===== config.mk =====
export PLATFORM = sky130hd
export DESIGN_NAME = dh_exchange_sequencer_flat
export DESIGN_NICKNAME = d
export VERILOG_FILES = /design/src/rtl/dh_exchange_sequencer_if.sv /design/src/rtl/dh_exchange_sequencer.sv /design/src/flat_wrapper.sv
export SDC_FILE = /design/constraint.sdc
export NUM_CORES = 1
export LEC_CHECK = 0
export CORE_MARGIN = 2
export CORE_UTILIZATION = 35
export CTS_CLUSTER_DIAMETER = 50
export DETAILED_ROUTE_END_ITERATION = 8
export PLACE_DENSITY = 0.74
export SLEW_MARGIN = 30
export SYNTH_ARGS = -nofsm -noshare
export SYNTH_HDL_FRONTEND = slang
export SYNTH_SLANG_ARGS = --single-unit

===== constraint.sdc =====
create_clock -name clk -period 6.25 [get_ports clk]
set_clock_uncertainty 0.05 [all_clocks]
set_input_delay 1.875 -clock clk [delete_from_list [all_inputs] [get_ports clk]]
set_output_delay 1.875 -clock clk [all_outputs]
set_load 0.005 [all_outputs]

===== src/rtl/dh_exchange_sequencer_if.sv =====
// Engine port bundle: the sequencer (master) launches modexp jobs, the engine (slave) answers.
// Operands are held by the master from launch until eng_done; eng_busy stalls the launch.
interface dh_exchange_sequencer_if #(
    parameter int WIDTH = 8
);
    logic             eng_start;
    logic [WIDTH-1:0] eng_base;
    logic [WIDTH-1:0] eng_exp;
    logic [WIDTH-1:0] eng_mod;
    logic             eng_busy;
    logic             eng_done;
    logic [WIDTH-1:0] eng_result;

    modport master (
        output eng_start, eng_base, eng_exp, eng_mod,
        input  eng_busy, eng_done, eng_result
    );

    modport slave (
        input  eng_start, eng_base, eng_exp, eng_mod,
        output eng_busy, eng_done, eng_result
    );
endinterface


===== src/rtl/dh_exchange_sequencer.sv =====
// DH job sequencer: one modexp engine shared round-robin by Alice/Bob (PUB then KEY jobs); `ENGINE_TIMEOUT_EN adds a WAIT watchdog.
// Latency req->eng_start 3 edges, result 1 edge after eng_done; stalls in ISSUE while eng_busy, repeat requests absorbed.
module dh_exchange_sequencer #(
    parameter int WIDTH       = 8,
    parameter int GEN         = 3,
    parameter int TIMEOUT_CYC = 1023
) (
    input  logic                    clk,
    input  logic                    rst_n,
    input  logic                    p_load,
    input  logic [WIDTH-1:0]        p_in,
    input  logic                    req_a,
    input  logic                    req_b,
    input  logic [WIDTH-1:0]        sec_a,
    input  logic [WIDTH-1:0]        sec_b,
    dh_exchange_sequencer_if.master eng,
    output logic [WIDTH-1:0]        pub_a,
    output logic [WIDTH-1:0]        pub_b,
    output logic [WIDTH-1:0]        key_a,
    output logic [WIDTH-1:0]        key_b,
    output logic                    pub_a_vld,
    output logic                    pub_b_vld,
    output logic                    key_a_vld,
    output logic                    key_b_vld,
    output logic                    rej,
    output logic                    p_err,
    output logic                    timeout,
    output logic [3:0]              state_o
);
    localparam logic [WIDTH-1:0] GEN_W = WIDTH'(GEN);

    typedef enum logic [3:0] {
        ST_IDLE  = 4'd0,
        ST_ISSUE = 4'd1,
        ST_WAIT  = 4'd2
    } state_t;

    state_t           state;
    logic [WIDTH-1:0] p;
    logic [WIDTH-1:0] base_q;
    logic [WIDTH-1:0] exp_q;
    logic             pend_a;
    logic             pend_b;
    logic             prio_b;
    logic             tgt_key;
    logic             tgt_b;
    logic             start_q;

    logic             any_pend;
    logic             both_pend;
    logic             grant_b;
    logic             own_pub_vld;
    logic             peer_pub_vld;
    logic             own_key_vld;
    logic [WIDTH-1:0] own_sec;
    logic [WIDTH-1:0] peer_pub;
    logic             do_pub;
    logic             do_key;

    // Job selection for whichever requester wins this IDLE slot.
    always_comb begin
        any_pend     = pend_a | pend_b;
        both_pend    = pend_a & pend_b;
        grant_b      = pend_b & (~pend_a | prio_b);
        own_pub_vld  = grant_b ? pub_b_vld : pub_a_vld;
        peer_pub_vld = grant_b ? pub_a_vld : pub_b_vld;
        own_key_vld  = grant_b ? key_b_vld : key_a_vld;
        own_sec      = grant_b ? sec_b : sec_a;
        peer_pub     = grant_b ? pub_a : pub_b;
        do_pub       = ~p_err & ~own_pub_vld;
        do_key       = ~p_err & own_pub_vld & peer_pub_vld & ~own_key_vld;
    end

    assign eng.eng_start = start_q;
    assign eng.eng_base  = base_q;
    assign eng.eng_exp   = exp_q;
    assign eng.eng_mod   = p;
    assign state_o       = state;

    // A non-positive limit would make the watchdog fire on entry.
    if (TIMEOUT_CYC < 1) begin : g_timeout_cyc_must_be_positive
    end

`ifdef ENGINE_TIMEOUT_EN
    localparam int CNT_W = $clog2(TIMEOUT_CYC + 1);
    logic [CNT_W-1:0] wd_cnt;
`else
    assign timeout = 1'b0;
`endif

    always_ff @(posedge clk or negedge rst_n) begin
        if (!rst_n) begin
            state     <= ST_IDLE;
            p         <= '0;
            p_err     <= 1'b1;
            pend_a    <= 1'b0;
            pend_b    <= 1'b0;
            prio_b    <= 1'b0;
            tgt_key   <= 1'b0;
            tgt_b     <= 1'b0;
            base_q    <= '0;
            exp_q     <= '0;
            start_q   <= 1'b0;
            rej       <= 1'b0;
            pub_a     <= '0;
            pub_b     <= '0;
            key_a     <= '0;
            key_b     <= '0;
            pub_a_vld <= 1'b0;
            pub_b_vld <= 1'b0;
            key_a_vld <= 1'b0;
            key_b_vld <= 1'b0;
`ifdef ENGINE_TIMEOUT_EN
            timeout   <= 1'b0;
            wd_cnt    <= '0;
`endif
        end else begin
            start_q <= 1'b0;
            rej     <= 1'b0;

            // A p_load swallows any request arriving with it.
            if (!p_load) begin
                if (req_a) pend_a <= 1'b1;
                if (req_b) pend_b <= 1'b1;
            end

            if (p_load && state != ST_IDLE) rej <= 1'b1;

            case (state)
                ST_IDLE: begin
                    if (p_load) begin
                        p         <= p_in;
                        p_err     <= (p_in < WIDTH'(2));
                        pend_a    <= 1'b0;
                        pend_b    <= 1'b0;
                        pub_a_vld <= 1'b0;
                        pub_b_vld <= 1'b0;
                        key_a_vld <= 1'b0;
                        key_b_vld <= 1'b0;
`ifdef ENGINE_TIMEOUT_EN
                        timeout   <= 1'b0;
`endif
                    end else if (any_pend) begin
                        if (grant_b) pend_b <= 1'b0;
                        else         pend_a <= 1'b0;
                        if (both_pend) prio_b <= ~prio_b;
                        if (do_pub || do_key) begin
                            base_q  <= do_pub ? GEN_W : peer_pub;
                            exp_q   <= own_sec;
                            tgt_key <= do_key;
                            tgt_b   <= grant_b;
                            state   <= ST_ISSUE;
                        end else begin
                            rej <= 1'b1;
                        end
                    end
                end

                ST_ISSUE: begin
                    if (!eng.eng_busy) begin
                        start_q <= 1'b1;
                        state   <= ST_WAIT;
`ifdef ENGINE_TIMEOUT_EN
                        wd_cnt  <= '0;
`endif
                    end
                end

                ST_WAIT: begin
                    if (eng.eng_done) begin
                        case ({tgt_key, tgt_b})
                            2'b00: begin pub_a <= eng.eng_result; pub_a_vld <= 1'b1; end
                            2'b01: begin pub_b <= eng.eng_result; pub_b_vld <= 1'b1; end
                            2'b10: begin key_a <= eng.eng_result; key_a_vld <= 1'b1; end
                            2'b11: begin key_b <= eng.eng_result; key_b_vld <= 1'b1; end
                        endcase
                        state <= ST_IDLE;
                    end
`ifdef ENGINE_TIMEOUT_EN
                    // Abandon the job; result flags stay as they were.
                    else if (wd_cnt == CNT_W'(TIMEOUT_CYC - 1)) begin
                        timeout <= 1'b1;
                        state   <= ST_IDLE;
                    end else begin
                        wd_cnt <= wd_cnt + 1'b1;
                    end
`endif
                end

                default: state <= ST_IDLE;
            endcase
        end
    end
endmodule


===== src/flat_wrapper.sv =====
// flat-port wrapper written by rule: the top's interface ports become plain ports
module dh_exchange_sequencer_flat 
#(
    parameter int WIDTH       = 8,
    parameter int GEN         = 3,
    parameter int TIMEOUT_CYC = 1023
)
  (clk, rst_n, p_load, p_in, req_a, req_b, sec_a, sec_b, pub_a, pub_b, key_a, key_b, pub_a_vld, pub_b_vld, key_a_vld, key_b_vld, rej, p_err, timeout, state_o, eng_eng_start, eng_eng_base, eng_eng_exp, eng_eng_mod, eng_eng_busy, eng_eng_done, eng_eng_result);
  dh_exchange_sequencer_if #(.WIDTH(WIDTH)) eng_i ();
  input  logic clk;
  input  logic rst_n;
  input  logic p_load;
  input  logic [WIDTH-1:0] p_in;
  input  logic req_a;
  input  logic req_b;
  input  logic [WIDTH-1:0] sec_a;
  input  logic [WIDTH-1:0] sec_b;
  output logic [WIDTH-1:0] pub_a;
  output logic [WIDTH-1:0] pub_b;
  output logic [WIDTH-1:0] key_a;
  output logic [WIDTH-1:0] key_b;
  output logic pub_a_vld;
  output logic pub_b_vld;
  output logic key_a_vld;
  output logic key_b_vld;
  output logic rej;
  output logic p_err;
  output logic timeout;
  output logic [3:0] state_o;
  output wire logic [$bits(eng_i.eng_start)-1:0] eng_eng_start;
  output wire logic [$bits(eng_i.eng_base)-1:0] eng_eng_base;
  output wire logic [$bits(eng_i.eng_exp)-1:0] eng_eng_exp;
  output wire logic [$bits(eng_i.eng_mod)-1:0] eng_eng_mod;
  input wire logic [$bits(eng_i.eng_busy)-1:0] eng_eng_busy;
  input wire logic [$bits(eng_i.eng_done)-1:0] eng_eng_done;
  input wire logic [$bits(eng_i.eng_result)-1:0] eng_eng_result;
  assign eng_eng_start = eng_i.eng_start;
  assign eng_eng_base = eng_i.eng_base;
  assign eng_eng_exp = eng_i.eng_exp;
  assign eng_eng_mod = eng_i.eng_mod;
  assign eng_i.eng_busy = eng_eng_busy;
  assign eng_i.eng_done = eng_eng_done;
  assign eng_i.eng_result = eng_eng_result;
  dh_exchange_sequencer #(.WIDTH(WIDTH), .GEN(GEN), .TIMEOUT_CYC(TIMEOUT_CYC)) u_core (.clk(clk), .rst_n(rst_n), .p_load(p_load), .p_in(p_in), .req_a(req_a), .req_b(req_b), .sec_a(sec_a), .sec_b(sec_b), .eng(eng_i), .pub_a(pub_a), .pub_b(pub_b), .key_a(key_a), .key_b(key_b), .pub_a_vld(pub_a_vld), .pub_b_vld(pub_b_vld), .key_a_vld(key_a_vld), .key_b_vld(key_b_vld), .rej(rej), .p_err(p_err), .timeout(timeout), .state_o(state_o));
endmodule

==> results summary <==
In this run the worst path has a maximum fanout of 19. Counting flops with an async set or reset pin after synthesis yields a share of 1.000. The largest total area in the synthesized netlist belongs to sky130_fd_sc_hd__dfrtp_1. The initial standard-cell utilization of the core is 0.3629.

The arrival time of data at the critical path endpoint came out at 3.84 ns. The mean number of vias per cell came out at 4.877. The number of pins exceeding their max-slew limit in the final report is 0. The total power density per cell area is 436.4 nW/µm². The cell count after synthesis came out at between 200 and 250. The CTS tree is done. The switching power as a share of total power is 0.2937. The final count of negative-setup-slack endpoints came out at 0. The clock period minus final worst setup slack came out at between 3 and 4 ns. The half-perimeter wire length after detailed placement is between 5000 and 6000 µm. In this run the worst hold path is classified as reg2reg. The portion of total power attributed to the clock network came out at 0.208. In this run the post-CTS setup repair buffer count came out at 0. The leakage power summed over all cells came out at between 1.5 and 2 nW. Data on the critical path is required at its endpoint by 6.42 ns. The total vias in the final route is between 2000 and 2500. The port buffer count is between 100 and 150.

Across all hold checks on the routed design, the worst slack comes to between 0.4 and 0.5 ns. The final total power came out at roughly 1.9 mW. The total of cells resized after clock tree synthesis came out at 0. The count of hold-fix buffers inserted at cts came out at 0. The final-report hold violation count is 0. The worst voltage drop across the vdd grid came out at about 210 µV. After the last flow step, the layout net total stands at around 380. The number of ports placed on the die boundary is approximately 110. The share of the clock period used by the worst path is 0.5883. The share of synthesized area in the top cell type comes to 0.5733. In this run, synthesis produced a sequential element count of 70. The H-tree was split into 3 levels. The global-route wire length before repair came out at 12060 µm. The via count of the first global-routing pass is 2392. The layout has about 760 filler cells.

The first-iteration detailed-routing DRC count came out at 70. STA classifies the critical path endpoint as a register. The maximum number of buffers from clock root to sink is 2. The final layout contains routed wiring with a total length of ~7300 µm.

The cell area after synthesis came out at ~3000 µm². The remaining number of nets flagged by the antenna check after routing came out at 0. The worst slew margin relative to its limit is 0.4277. Synthesis instantiated 36 different standard cells from the library. In this run the power spent charging and discharging nets is roughly 0.55 mW. The number of clock buffers inserted by TritonCTS came out at 9. The total area inside the core boundary comes to ~8300 µm².

The total negative slack came out at 0 ns. The placed instance area came out at between 4000 and 5000 µm². The die outline area is approximately 9400 µm². The flow ran to the end, and the final reports show no timing, DRC or antenna violations. The average detailed-routed wire length per instance came out at between 15 and 20 µm.

The antenna diode instance count came out at 0. The later pin in the worst-skew pair is clocked with a latency of 0.34 ns. By area the synthesized netlist is led by sky130_fd_sc_hd__dfrtp_1 57%, sky130_fd_sc_hd__mux2_2 18%, sky130_fd_sc_hd__nand2_1 5.9%.

For this run, the leading register cell type out of synthesis is sky130_fd_sc_hd__dfrtp_1. The maximum number of pins on one net before global-route repair is 38. The number of antenna violations at the first check in global routing is 0. At the end of the flow the core is filled with cells to 0.5212. The maximum clock frequency is about 270 MHz. The chip width came out at around 97 µm.

The number of detailed-route iterations in the first pass is 4. The critical path startpoint category is an input port. In the routed design, unresolved DRC markers number 0. The root buffer cell is sky130_fd_sc_hd__clkbuf_8. The share of total power dissipated in sequential elements is 0.393. The sum of overflow across all layers after global routing is 0.

The average cell area after synthesis is 12.60 µm². Setup repair after global routing left no endpoint under its margin. The placer congestion estimate is roughly 0.73. The floorplan step set the die height to ~97 µm. The clock net in this run drives a total of 70 sinks.

Of the total power, combinational logic draws 0.399. After floorplanning, the core was divided into 33 placement rows. The total global routing track utilization came out at 0.1618. Compared with the post-synthesis result, the final layout area differs by 43.62%.

The number of max-cap violations is 0. The cell area after layout came out at around 4300 µm². During synthesis, Yosys emitted a total of 0 warnings. The transition time at the pin with the least slew margin is between 0.8 and 0.9 ns. The cell internal power dissipation came out at roughly 1.3 mW. The clock transition at the register clock pins on the worst setup and hold paths after CTS is around 0.07 ns.

The share of the Yosys chip area taken by registers is 0.5821. The number of synthesized flops with an enable pin came out at 0. The worst setup path is of the in2reg kind. The share of final-layout standard cells stronger than drive strength 1 is 0.2314.
-- placed cells by master (no fill, tap or decap), types with 2 or more instances in the layout --
master	count
sky130_fd_sc_hd__clkdlybuf4s50_1	102
sky130_fd_sc_hd__dfrtp_1	69
sky130_fd_sc_hd__mux2_2	49
sky130_fd_sc_hd__nand2_1	47
sky130_fd_sc_hd__clkbuf_8	10
sky130_fd_sc_hd__a21oi_1	9
sky130_fd_sc_hd__mux2_4	8
sky130_fd_sc_hd__o21ai_0	6
sky130_fd_sc_hd__inv_1	5
sky130_fd_sc_hd__nand3_1	4
sky130_fd_sc_hd__nor3_1	3
sky130_fd_sc_hd__conb_1	3
sky130_fd_sc_hd__nor2_1	2
sky130_fd_sc_hd__and3_1	2
sky130_fd_sc_hd__a211o_1	2
sky130_fd_sc_hd__o21a_1	2
sky130_fd_sc_hd__a21boi_0	2
sky130_fd_sc_hd__clkbuf_1	2
sky130_fd_sc_hd__bufinv_16	2
sky130_fd_sc_hd__clkinv_2	2
sky130_fd_sc_hd__buf_4	2
-- worst paths after layout --
| check | startpoint | depth (start not counted) | end | slack [ns] |
|---|---|---|---|---|
| worst max-delay path | p_load | 5 | u_core.eng.eng_base[1] | 2.57 |
| worst min-delay path | u_core.p_err | 2 | u_core.p_err | 0.46 |
| worst max register to register | u_core.prio_b | 5 | u_core.eng.eng_base[1] | 3.43 |
| worst min register to register | u_core.p_err | 2 | u_core.p_err | 0.46 |
| max in group asynchronous | rst_n | 2 | u_core.key_b[3] | 3.62 |
| min in group asynchronous | rst_n | 1 | u_core.eng.eng_exp[2] | 1.56 |
-- per-layer routing --
layer,wire length [µm],share of wire,track usage,vias up
li1,-,-,-,1024
met1,3187,0.44,0.1996,1116
met2,3604,0.49,0.2724,68
met3,429,0.059,0.05058,11
met4,100,0.014,0.04875,0
met5,0,0,0,-
-- cell usage after synthesis (all sizes together), types with 2 or more instances --
| cell | count |
|---|---|
| dfrtp | 69 |
| a21boi | 2 |
| nor4 | 2 |
| nand3 | 4 |
| nor3 | 3 |
| nand2 | 47 |
| a211o | 2 |
| mux2 | 57 |
| clkbuf | 6 |
| o21a | 2 |
| a21oi | 10 |
| buf | 6 |
| inv | 5 |
| o21ai | 6 |
| nor2 | 2 |
| and3 | 2 |
-- final cells by class --
cell class	instances	area, µm²	area share
Clock buffer	12	145.1	0.03356
Multi-Input combinational cell	154	1166	0.2696
Clock inverter	4	70.07	0.01620
Sequential cell	70	1753	0.4053
Timing Repair Buffer	105	1041	0.2407
Inverter	5	18.77	0.004339
Tap cell	105	131.4	0.03037
-- per-stage QoR --
step | worst slack, ns | std cells
3_3_place_gp | 2.290 | 439
5_1_grt | 2.453 | 455
6_report | 2.573 | 455
2_1_floorplan | 3.090 | 241
3_5_place_dp | 2.227 | 439
4_1_cts | 2.587 | 455
-- cells by family after synthesis --
kind of cell | after synthesis | share of synthesized area
AO/OA/AOI/OAI | 25 | 0.05360
multiplexers | 58 | 0.2264
flip-flops | 70 | 0.5821
other | 1 | 0.001245
AND/OR/NAND/NOR | 67 | 0.1005
XOR/XNOR | 1 | 0.002909
buffers and inverters | 17 | 0.03323
-- worst max-delay path: stages --
cell and delay (ns):
sky130_fd_sc_hd__clkdlybuf4s50_1 0.47, sky130_fd_sc_hd__nor3_1 0.22, sky130_fd_sc_hd__o21ai_0 0.22, sky130_fd_sc_hd__a21oi_4 0.64
sky130_fd_sc_hd__mux2_2 0.41
-- registers in the layout, summed over array words and instances (netlist names) --
signal / flops
u_core.eng.eng_base: 8
u_core.eng.eng_exp: 8
u_core.eng.eng_mod: 8
u_core.key_a: 8
u_core.key_b: 8
u_core.pub_a: 8
u_core.pub_b: 8
u_core.state_o: 2
u_core.eng.eng_start: 1
u_core.key_a_vld: 1
u_core.key_b_vld: 1
u_core.p_err: 1
u_core.pend_a: 1
u_core.pend_b: 1
u_core.prio_b: 1
u_core.pub_a_vld: 1
u_core.pub_b_vld: 1
u_core.rej: 1
u_core.tgt_b: 1
u_core.tgt_key: 1
-- power groups by stage --
stage | Combinational [mW] | Sequential, mW | Clock, mW
2_1_floorplan | 0.357 | 0.735 | 0
3_3_place_gp | 0.744 | 0.737 | 0
3_5_place_dp | 0.761 | 0.746 | 0
4_1_cts | 0.766 | 0.741 | 0.407
5_1_grt | 0.810 | 0.767 | 0.428
6_report | 0.753 | 0.741 | 0.393
Power figures use the tool's default switching activity.
